===== src/rtl/serial_adder_4_bit.sv =====
// serial_adder_4_bit: bit-serial ripple adder, one full-adder step per clock.
// A start in IDLE captures the operands and carry-in. RUN then processes
// WIDTH bits, LSB first. DONE presents {c_out_r, sum_r} until out_ready.
module serial_adder_4_bit #(
    parameter int WIDTH = 4
) (
    input  logic             clk,
    input  logic             rst,
    input  logic             start,
    input  logic [WIDTH-1:0] a,
    input  logic [WIDTH-1:0] b,
    input  logic             cin,
    input  logic             out_ready,
    output logic             busy,
    output logic             out_valid,
    output logic [WIDTH-1:0] sum_r,
    output logic             c_out_r
);

    localparam int CW = $clog2(WIDTH) + 1;
    localparam logic [CW-1:0] LAST_BIT = CW'(WIDTH - 1);

    typedef enum logic [1:0] {
        IDLE,
        RUN,
        DONE
    } state_t;

    state_t           state;
    state_t           state_next;
    logic [WIDTH-1:0] a_sh;
    logic [WIDTH-1:0] b_sh;
    logic             carry;
    logic [CW-1:0]    cnt;
    logic             fa_s;
    logic             fa_c;
    logic             last_bit;

    // Next-state decode and the single 1-bit full adder
    always_comb begin
        state_next = state;
        fa_s       = a_sh[0] ^ b_sh[0] ^ carry;
        fa_c       = (a_sh[0] & b_sh[0]) | (carry & (a_sh[0] ^ b_sh[0]));
        last_bit   = (cnt == LAST_BIT);
        case (state)
            IDLE:    if (start)     state_next = RUN;
            RUN:     if (last_bit)  state_next = DONE;
            DONE:    if (out_ready) state_next = IDLE;
            default:                state_next = IDLE;
        endcase
    end

    // State, datapath shift registers and registered outputs
    always_ff @(posedge clk) begin
        if (rst) begin
            state     <= IDLE;
            busy      <= 1'b0;
            out_valid <= 1'b0;
            sum_r     <= '0;
            c_out_r   <= 1'b0;
            a_sh      <= '0;
            b_sh      <= '0;
            carry     <= 1'b0;
            cnt       <= '0;
        end else begin
            state     <= state_next;
            busy      <= (state_next == RUN);
            out_valid <= (state_next == DONE);
            case (state)
                IDLE: begin
                    if (start) begin
                        a_sh  <= a;
                        b_sh  <= b;
                        carry <= cin;
                        cnt   <= '0;
                    end
                end
                RUN: begin
                    // Sum bits enter the A register at its MSB as operand bits leave
                    // at the LSB, so after WIDTH steps A holds the whole sum.
                    a_sh  <= {fa_s, a_sh[WIDTH-1:1]};
                    b_sh  <= {1'b0, b_sh[WIDTH-1:1]};
                    carry <= fa_c;
                    cnt   <= cnt + CW'(1);
                    if (last_bit) begin
                        sum_r   <= {fa_s, a_sh[WIDTH-1:1]};
                        c_out_r <= fa_c;
                    end
                end
                default: begin
                end
            endcase
        end
    end

endmodule


===== config.mk =====
export PLATFORM = sky130hd
export DESIGN_NAME = serial_adder_4_bit
export DESIGN_NICKNAME = d
export VERILOG_FILES = /design/src/rtl/serial_adder_4_bit.sv
export SDC_FILE = /design/constraint.sdc
export NUM_CORES = 1
export LEC_CHECK = 0
export CORE_MARGIN = 3
export CORE_UTILIZATION = 35
export CTS_CLUSTER_DIAMETER = 150
export DETAILED_ROUTE_END_ITERATION = 6
export GPL_TIMING_DRIVEN = 0
export PLACE_DENSITY = 0.57
export SLEW_MARGIN = 20
export SYNTH_ARGS = -nofsm -noshare
export SYNTH_HDL_FRONTEND = slang
export SYNTH_SLANG_ARGS = --single-unit

===== constraint.sdc =====
create_clock -name clk -period 2.9 [get_ports clk]
set_input_delay 0.435 -clock clk [delete_from_list [all_inputs] [get_ports clk]]
set_output_delay 0.435 -clock clk [all_outputs]
set_load 0.02 [all_outputs]

==> summary.md <==
| Metric | Value |
|---|---|
| Final #Nets | `126` |
| Largest cells by area after synthesis | `dfxtp_1, mux2i_1, a211oi_1` |
| Clock buffer count from CTS | `3` |
| Most common cell after layout, fill and taps aside | `dfxtp_1` |
| DP HPWL | `1310 um` |
| Most Crowded Layer GR | `met2` |
| Worst-Margin Slew | `0.464 ns` |
| Max VDD drop | `202 uV` |
| Final Non-Filler Cells | `137` |
| Sequential group share of total power | `0.589` |
| CTS H-tree depth | `1` |
| Max transition margin | `0.691` |
| Sequential element share of the synthesized area | `0.477` |
| CP Capture Type | `primary output` |
| Clock Sink Count | `21` |
| Sw Ratio | `0.254` |
| Critical Path Start | `sum_r[2]$_SDFFE_PP0P_` |
| Maximum clock path buffer count | `2` |
| Setup Buffers After CTS | `0` |
| Achievable clock frequency | `590 MHz` |
| DR WL/cell | `12.6 um` |
| Met1 usage | `0.146` |
| Mapped Nets | `102` |
| Final count of negative-setup-slack endpoints | `0` |
| Cell family with most CP delay | `buffers and inverters` |
| Global-route wire length before repair | `2880 um` |
| Fin crit period | `1.69 ns` |
| Final worst setup slack | `1.21 ns` |
| Post-route DRC | `0` |
| Hold depth | `2` |
| Hold path endpoint | `cnt[1]$_SDFFE_PP0P_` |
| Vias in the first global route | `667` |
| M3 GR Usage | `0.0325` |
| Netlist cell types | `21` |
| Antenna-violating nets left | `0` |
| Initial core utilization | `0.383` |
| TritonCTS clock tree | `built` |
| Post-CTS Hold Buffers | `0` |
| CP max FO | `2` |
| Crit-path slowest cell | `clkdlybuf4s50_1` |
| Die Y | `56.2 um` |
| Worst Reg-to-Reg Cells | `5` |
| Comb pwr share | `0.147` |
| Crit path DAT | `1.26 ns` |
| Reg2reg end | `sum_r[1]$_SDFFE_PP0P_` |
| Placer Congestion | `0.747` |
| Synth Area in Compound Gates | `0.163` |
| Clk slew on worst S/H paths | `0.12 ns` |
| Final period util | `0.584` |
| CTS root buf | `clkbuf_4` |
| Placed instance count | `133` |
| Result of the run | `completed` |
| Number of port buffers | `19` |
| Crit path launch type | `flip-flop` |
| Layout area overhead | `28.7%` |
| Reg2reg start | `cnt[0]$_SDFFE_PP0P_` |
| Via density | `4.96` |
| Initial antenna violation count | `0` |
| Drt first pass iters | `4` |
| Final Hold Fails | `0` |
| Required @ worst endpoint | `2.47 ns` |
| # diodes | `0` |
| Synth Area in Simple Gates | `0.124` |
| Flop2flop setup slack | `1.55 ns` |
| Most frequent cells in the layout | `dfxtp_1, clkdlybuf4s50_1, nor2_1` |
| # rows | `17` |
| Setup TNS | `0 ns` |
| Pint | `398 uW` |
| Largest net degree at the start of global routing | `13` |
| Tot GR Track Use | `0.115` |
| Main combinational cell family by area after synthesis | `compound AO/OA/AOI/OAI gates` |
| Switching pwr | `136 uW` |
| Cell taking the most area after synthesis | `dfxtp_1` |
| Synth Area in Adders | `0.0511` |
| Chip width | `56.2 um` |
| Setup CP Type | `flip-flop to primary output` |
| CP max stage delay | `0.60 ns` |
| Share of the synthesized area in the top cell type | `0.477` |
| Clock latency at the later pin of the worst-skew pair | `0.30 ns` |
| DRT iter0 DRCs | `6` |
| Share of cells above drive strength 1 | `0.0826` |
| Syn avg cell area | `10.2 sq um` |
| Crit path buf inv count | `1` |
| Area post-placement | `0.00111 sq mm` |
| Crit path cell chain | `clkdlybuf4s50_1` |
| Synth Warn # | `0` |
| Io pins | `20` |
| Synthesized flop and latch total | `21` |
| Gate Count Post-Synth | `86` |
| Layout Skew | `0.00611 ns` |
| Finished Cell Area | `0.00113 sq mm` |
| Die ar. | `0.00315 sq mm` |
| Mux cell area share after synthesis | `0.138` |
| Clock network power share | `0.265` |
| Unrepaired setup endpoints after global routing | `false` |
| Layout Utilization | `0.493` |
| Hold wc startpoint | `cnt[1]$_SDFFE_PP0P_` |
| Power Dens Cells | `471 mW/mm^2` |
| Routing usage on met2 | `0.184` |
| Via Count | `679` |
| Pre-CTS setup slack | `1.25 ns` |
| LEAKAGE | `0.466 nW` |
| Placeable Area | `0.00230 sq mm` |
| Min-delay worst type | `flip-flop to flip-flop` |
| Pins over their slew limit | `0` |
| Gr ovfl total | `0` |
| Drt total wl | `1730 um` |
| Mapped Area | `881 sq um` |
| Max cap viols | `0` |
| Fraction of synthesized cell area in xor and xnor cells | `0` |
| Cts repair resizes | `0` |
## worst max path at each step
stage	to	slack (ns)	depth (start not counted)
3_5_place_dp	b_sh[1]$_SDFFE_PP0P_	1.25	5
3_3_place_gp	a_sh[2]$_SDFFE_PP0P_	1.27	5
5_1_grt	sum_r[2]	1.15	1
6_report	sum_r[2]	1.21	1
4_1_cts	sum_r[2]	1.19	1
2_1_floorplan	c_out_r$_SDFFE_PP0P_	1.66	5
## logic make-up after synthesis
kind of cell    after synthesis
simple gates                 24
flops                        21
compound gates               19
buf+inv                       7
fa+ha+maj                     3
mux                          12
## cell type report
class | count | area, sq um
Buffer | 4 | 30.0
Fill cell | 227 | 1160
Timing Repair Buffer | 19 | 190
Inverter | 3 | 11.3
Tap cell | 28 | 35.0
Clock buffer | 3 | 22.5
Clock inverter | 1 | 5.00
Sequential cell | 21 | 420
Multi-Input combinational cell | 58 | 419
## cells in the mapped netlist
| library cell | n |
|---|---|
| nand2b_1 | 2 |
| buf_6 | 2 |
| clkbuf_1 | 2 |
| nand3b_2 | 1 |
| nor2b_1 | 1 |
| ha_1 | 2 |
| nand3b_1 | 1 |
| mux2i_1 | 11 |
| inv_1 | 3 |
| nor2_1 | 17 |
| dfxtp_1 | 21 |
| a21oi_1 | 3 |
| a2bb2oi_1 | 1 |
| nand2_1 | 2 |
| fa_1 | 1 |
| o21bai_1 | 1 |
| o22ai_1 | 2 |
| a211oi_1 | 10 |
| o21ba_4 | 1 |
| a32oi_1 | 1 |
| mux2_2 | 1 |
## power groups by stage
stage / clock [mW] / combinational [mW] / sequential, mW
2_1_floorplan: 0 / 0.0480 / 0.320
3_3_place_gp: 0 / 0.0778 / 0.321
5_1_grt: 0.158 / 0.0873 / 0.317
6_report: 0.141 / 0.0784 / 0.314
4_1_cts: 0.148 / 0.0801 / 0.315
3_5_place_dp: 0 / 0.0796 / 0.321
## stage by stage
| step | power, mW | hold WS (ns) |
|---|---|---|
| 3_3_place_gp | 0.398 | 0.444 |
| 6_report | 0.534 | 0.476 |
| 2_1_floorplan | 0.368 | 0.436 |
| 4_1_cts | 0.543 | 0.479 |
| 3_5_place_dp | 0.401 | 0.462 |
| 5_1_grt | 0.562 | 0.505 |
## sequential cells by signal, indices dropped and copies added (netlist names)
signal	count
a_sh	4
b_sh	4
sum_r	4
cnt	3
state	2
busy	1
c_out_r	1
carry	1
out_valid	1
## metal layers
layer,share of wire,vias to the layer above
met5,0,-
met4,0.0075,0
met3,0.050,2
met2,0.48,14
met1,0.46,312
li1,-,351
Power figures use the tool's default switching activity.
==> RTL edit 1: new RTL, same flow settings <==
The parameter `WIDTH` goes from 4 to 8.
--- a/src/rtl/serial_adder_4_bit.sv
+++ b/src/rtl/serial_adder_4_bit.sv
@@ -2,7 +2,7 @@
 // A start in IDLE captures the operands and carry-in. RUN then processes
 // WIDTH bits, LSB first. DONE presents {c_out_r, sum_r} until out_ready.
 module serial_adder_4_bit #(
-    parameter int WIDTH = 4
+    parameter int WIDTH = 8
 ) (
     input  logic             clk,
     input  logic             rst,
Interface: changed (resized a, b and sum_r); port bits go from 20 to 32. The function was not compared with the original's and may differ.
==> RTL edit 1 against the original RTL <==
- register-to-register slack got worse by 190 ps
- routed wire length increased by 95%
- area after synthesis increased by 64%
- synthesized cell count increased by 79%
- combinational power increased by 66%
- cell count increased by 74%
- critical path depth increased by 3
- total power increased by 83%
- final area increased by 68%
- sequential cell count increased by 13
- worst setup slack got worse by 58 ps
- count of clock-buffer cells in the layout increased by 3
- critical endpoint is now cnt[1]
==> RTL edit 1: results <==
[run_status]
status = "complete, no violations"

[finish]
reg.largest.list = "a_sh x8, b_sh x8, sum_r x8"
drive_gt1_share_pct = 11.5
fin_nets = 215

[yosys]
synth_nets = 177
synth_top_cells_by_count = "dfxtp_1, nor2_1, a211oi_1"
synthTopCellsByArea = "dfxtp_1, a211oi_1, nand4b_1"
synth.distinct_cells = 33

[setup_path]
cp_max_fo = 10
arrival_ps = 1900

[placed_design]
dp.cells = 233
dp_hpwl_um = 2490
io_buffers = 31

[clock_network]
clockRootBuffer = "clkbuf_8"
htreeDepth = 2
clk-insertion-delay-late_ps = 280
clk_pin_slew_ps = 60
numCtsBuffers = 5

[detailed_routing]
drt_wl_total_um = 3380
post_drt_via_cell_ratio = 5.31
drtIter0Drc = 97

[pwr]
p_leak_uw = 0.000697
peakVddDrop_uv = 337

[grt]
grt_pass1_vias = 1273
grtUsageTotal_pct = 15.2
grt_pass1_wl_um = 6090

[hold_path]
min_from = "sum_r[7]"

[sta]
fin_skew_ps = 4.36
## RTL edit 1: cell type report
cell class              instances  area, µm²
plain buffers                  12       65.1
clock buffers                   6       82.6
fillers                       353       1930
inverters                       9       38.8
multi-input cells              99        662
flip-flops and latches         34        681
well taps                      48       60.1
repair buffers                 31        310
## RTL edit 1: report_power, final
part | switching, µW | internal, µW
Combinational | 60.6 | 69.7
Sequential | 17.2 | 492
Clock | 153 | 183
## RTL edit 1: metal layers
layer | up-vias | wire length (µm) | global-route usage [%]
met5 | - | 0 | 0
met4 | 0 | 12 | 3.83
met3 | 2 | 204 | 4.75
met2 | 32 | 1580 | 23.7
met1 | 598 | 1580 | 20.4
li1 | 637 | - | -
## RTL edit 1: final timing paths
check                           endpoint  slack (ps)  depth (start not counted)
worst max register to register  sum_r[1]        1360                          5
worst max-delay path              cnt[1]        1150                          4
worst min register to register  sum_r[7]         480                          2
worst min-delay path            sum_r[7]         480                          2
## RTL edit 1: worst max-delay path: cells and delay by family
family | cells | cell delay [ps]
buffers and inverters | 3 | 1350
and+or+nand+nor | 1 | 110
## RTL edit 1: cells by family after synthesis
kind of cell             count (synthesis)  synth area share, %
adder cells (fa/ha/maj)                  2                 2.25
flip-flops                              34                 47.1
AND/OR/NAND/NOR                         46                 18.3
AO/OA/AOI/OAI                           50                 24.6
multiplexers                             1                0.692
buffers and inverters                   21                 7.18
## RTL edit 1: metrics by stage
| step | util (%) | setup WS [ps] | cell area, µm² | power, µW | hold slack (ps) |
|---|---|---|---|---|---|
| after floorplan | - | 1630 | 1450 | 596 | 454 |
| after global placement | 47.5 | 884 | 1820 | 646 | 458 |
| final | 49.6 | 1150 | 1900 | 976 | 476 |
| after CTS | 49.6 | 1130 | 1900 | 983 | 483 |
| after global routing | 49.6 | 973 | 1900 | 1020 | 509 |
| after detailed placement | 47.5 | 845 | 1820 | 649 | 473 |
==> RTL edit 2: new RTL, config.mk and constraints unchanged <==
Without the edit above. Encoding of `state_t`: now one-hot (3 bits for 3 states).
--- a/src/rtl/serial_adder_4_bit.sv
+++ b/src/rtl/serial_adder_4_bit.sv
@@ -20,10 +20,10 @@
     localparam int CW = $clog2(WIDTH) + 1;
     localparam logic [CW-1:0] LAST_BIT = CW'(WIDTH - 1);
 
-    typedef enum logic [1:0] {
-        IDLE,
-        RUN,
-        DONE
+    typedef enum logic [2:0] {
+        IDLE = 3'b001,
+        RUN  = 3'b010,
+        DONE = 3'b100
     } state_t;
 
     state_t           state;
Check against the original RTL: no difference found for any inputs over 10 cycles, from zero or initial values and one cycle with rst high; not proved beyond that.
==> RTL edit 2 against the original RTL <==
- worst setup slack improved by 2.7 ps
- total power rose by 15%
- clock skew rose by 10 ps
- critical path depth did not move
- routed wire length rose by 25%
- cell count rose by 13%
- area after synthesis rose by 21%
- final area rose by 17%
- sequential cell count rose by 1
==> RTL edit 2: results <==
[run_status]
status = "complete, no violations"

[clock_network]
clk_pin_slew_ps = 140
numCtsBuffers = 3
clk-insertion-delay-late_ps = 320
clockRootBuffer = "clkbuf_4"
cts_setup_buffers = 0
clock_path_buffers = 2

[finish]
fin_nets = 141
nClkBuffers = 4
multi_input_area_um2 = 536
sh_seq_area_pct = 33.1
instances_no_fill = 155
final-nonclk-buf-share_pct = 18.2
n_antenna_cell = 0
multi_input_area_share_pct = 40.3
n_fill_cell = 274
inv_count = 10
buffers = 26
multi_input_gates = 62
clock_area_share_pct = 2.73
drive_gt1_share_pct = 17.7

[setup_path]
cp_top_family = "buffers and inverters"
critPathSlowestCell = "clkdlybuf4s50_1"

[pwr]
p_leak_uw = 0.000477
combinationalPowerShare_pct = 17.6
intPower_uw = 454
peakVddDrop_uv = 298
power.share.sequential_pct = 54.0
switchingPower_uw = 161

[detailed_routing]
wl_per_cell_um = 14.0
dr_total_vias = 828
ant_nets = 0
drtIter0Drc = 18

[yosys]
synth_nets = 117
yosys_register_bits = 22
netlist_instances = 101
synth_top_cells_by_count = "dfxtp_1, inv_1, nor2_1"
synth.distinct_cells = 33
synthTopCellsByArea = "dfxtp_1, a221oi_2, mux2i_1"
ys_seq_area_share_pct = 41.4

[grt]
grtUsageTotal_pct = 13.3
grt_pass1_wl_um = 3700
grt_pass1_vias = 842
grt_max_degree = 13
antenna_found_initial = 0

[placed_design]
post-place-ws_ps = 968
io_buffers = 19
gp_congestion = 0.792
place_area_um2 = 1290
dp.cells = 151
dp_hpwl_um = 1590

[floorplan]
die_area_um2 = 3740

[sta]
fin_skew_ps = 16.1
worst_pin_slew_ps = 691

[hold_path]
min_path_type = "reg -> reg"
==> RTL edit 2: cell count changes after synthesis, moves of 2 or more <==
cell       change
a2111oi_2      +2
nor2_1         -8
a221oi_2       +8
nor3_1         +4
mux2i_1        -6
inv_1          +6
o22ai_1        +6
o32ai_1        +2
a211oi_1       -9
buf_2          +2
==> RTL edit 2: logic make-up after synthesis <==
family          synth area share, %
compound gates                 27.3
fa+ha+maj                      4.23
flops                          41.4
buf+inv                        8.34
mux                            4.70
simple gates                   14.1
==> RTL edit 2: final timing paths <==
path / from / end / slack (ps) / depth (start not counted)
max: sum_r[3] / sum_r[3] / 1210 / 1
min: b_sh[2] / b_sh[2] / 470 / 2
max reg2reg: cnt[0] / c_out_r / 1390 / 6
min reg2reg: b_sh[2] / b_sh[2] / 470 / 2
==> RTL edit 2: metal layers <==
metal / share of wire, % / global-route usage, %
met5: 0 / 0
met4: 0.74 / 4.64
met1: 46 / 15.8
met3: 4.0 / 3.77
met2: 50 / 22.7
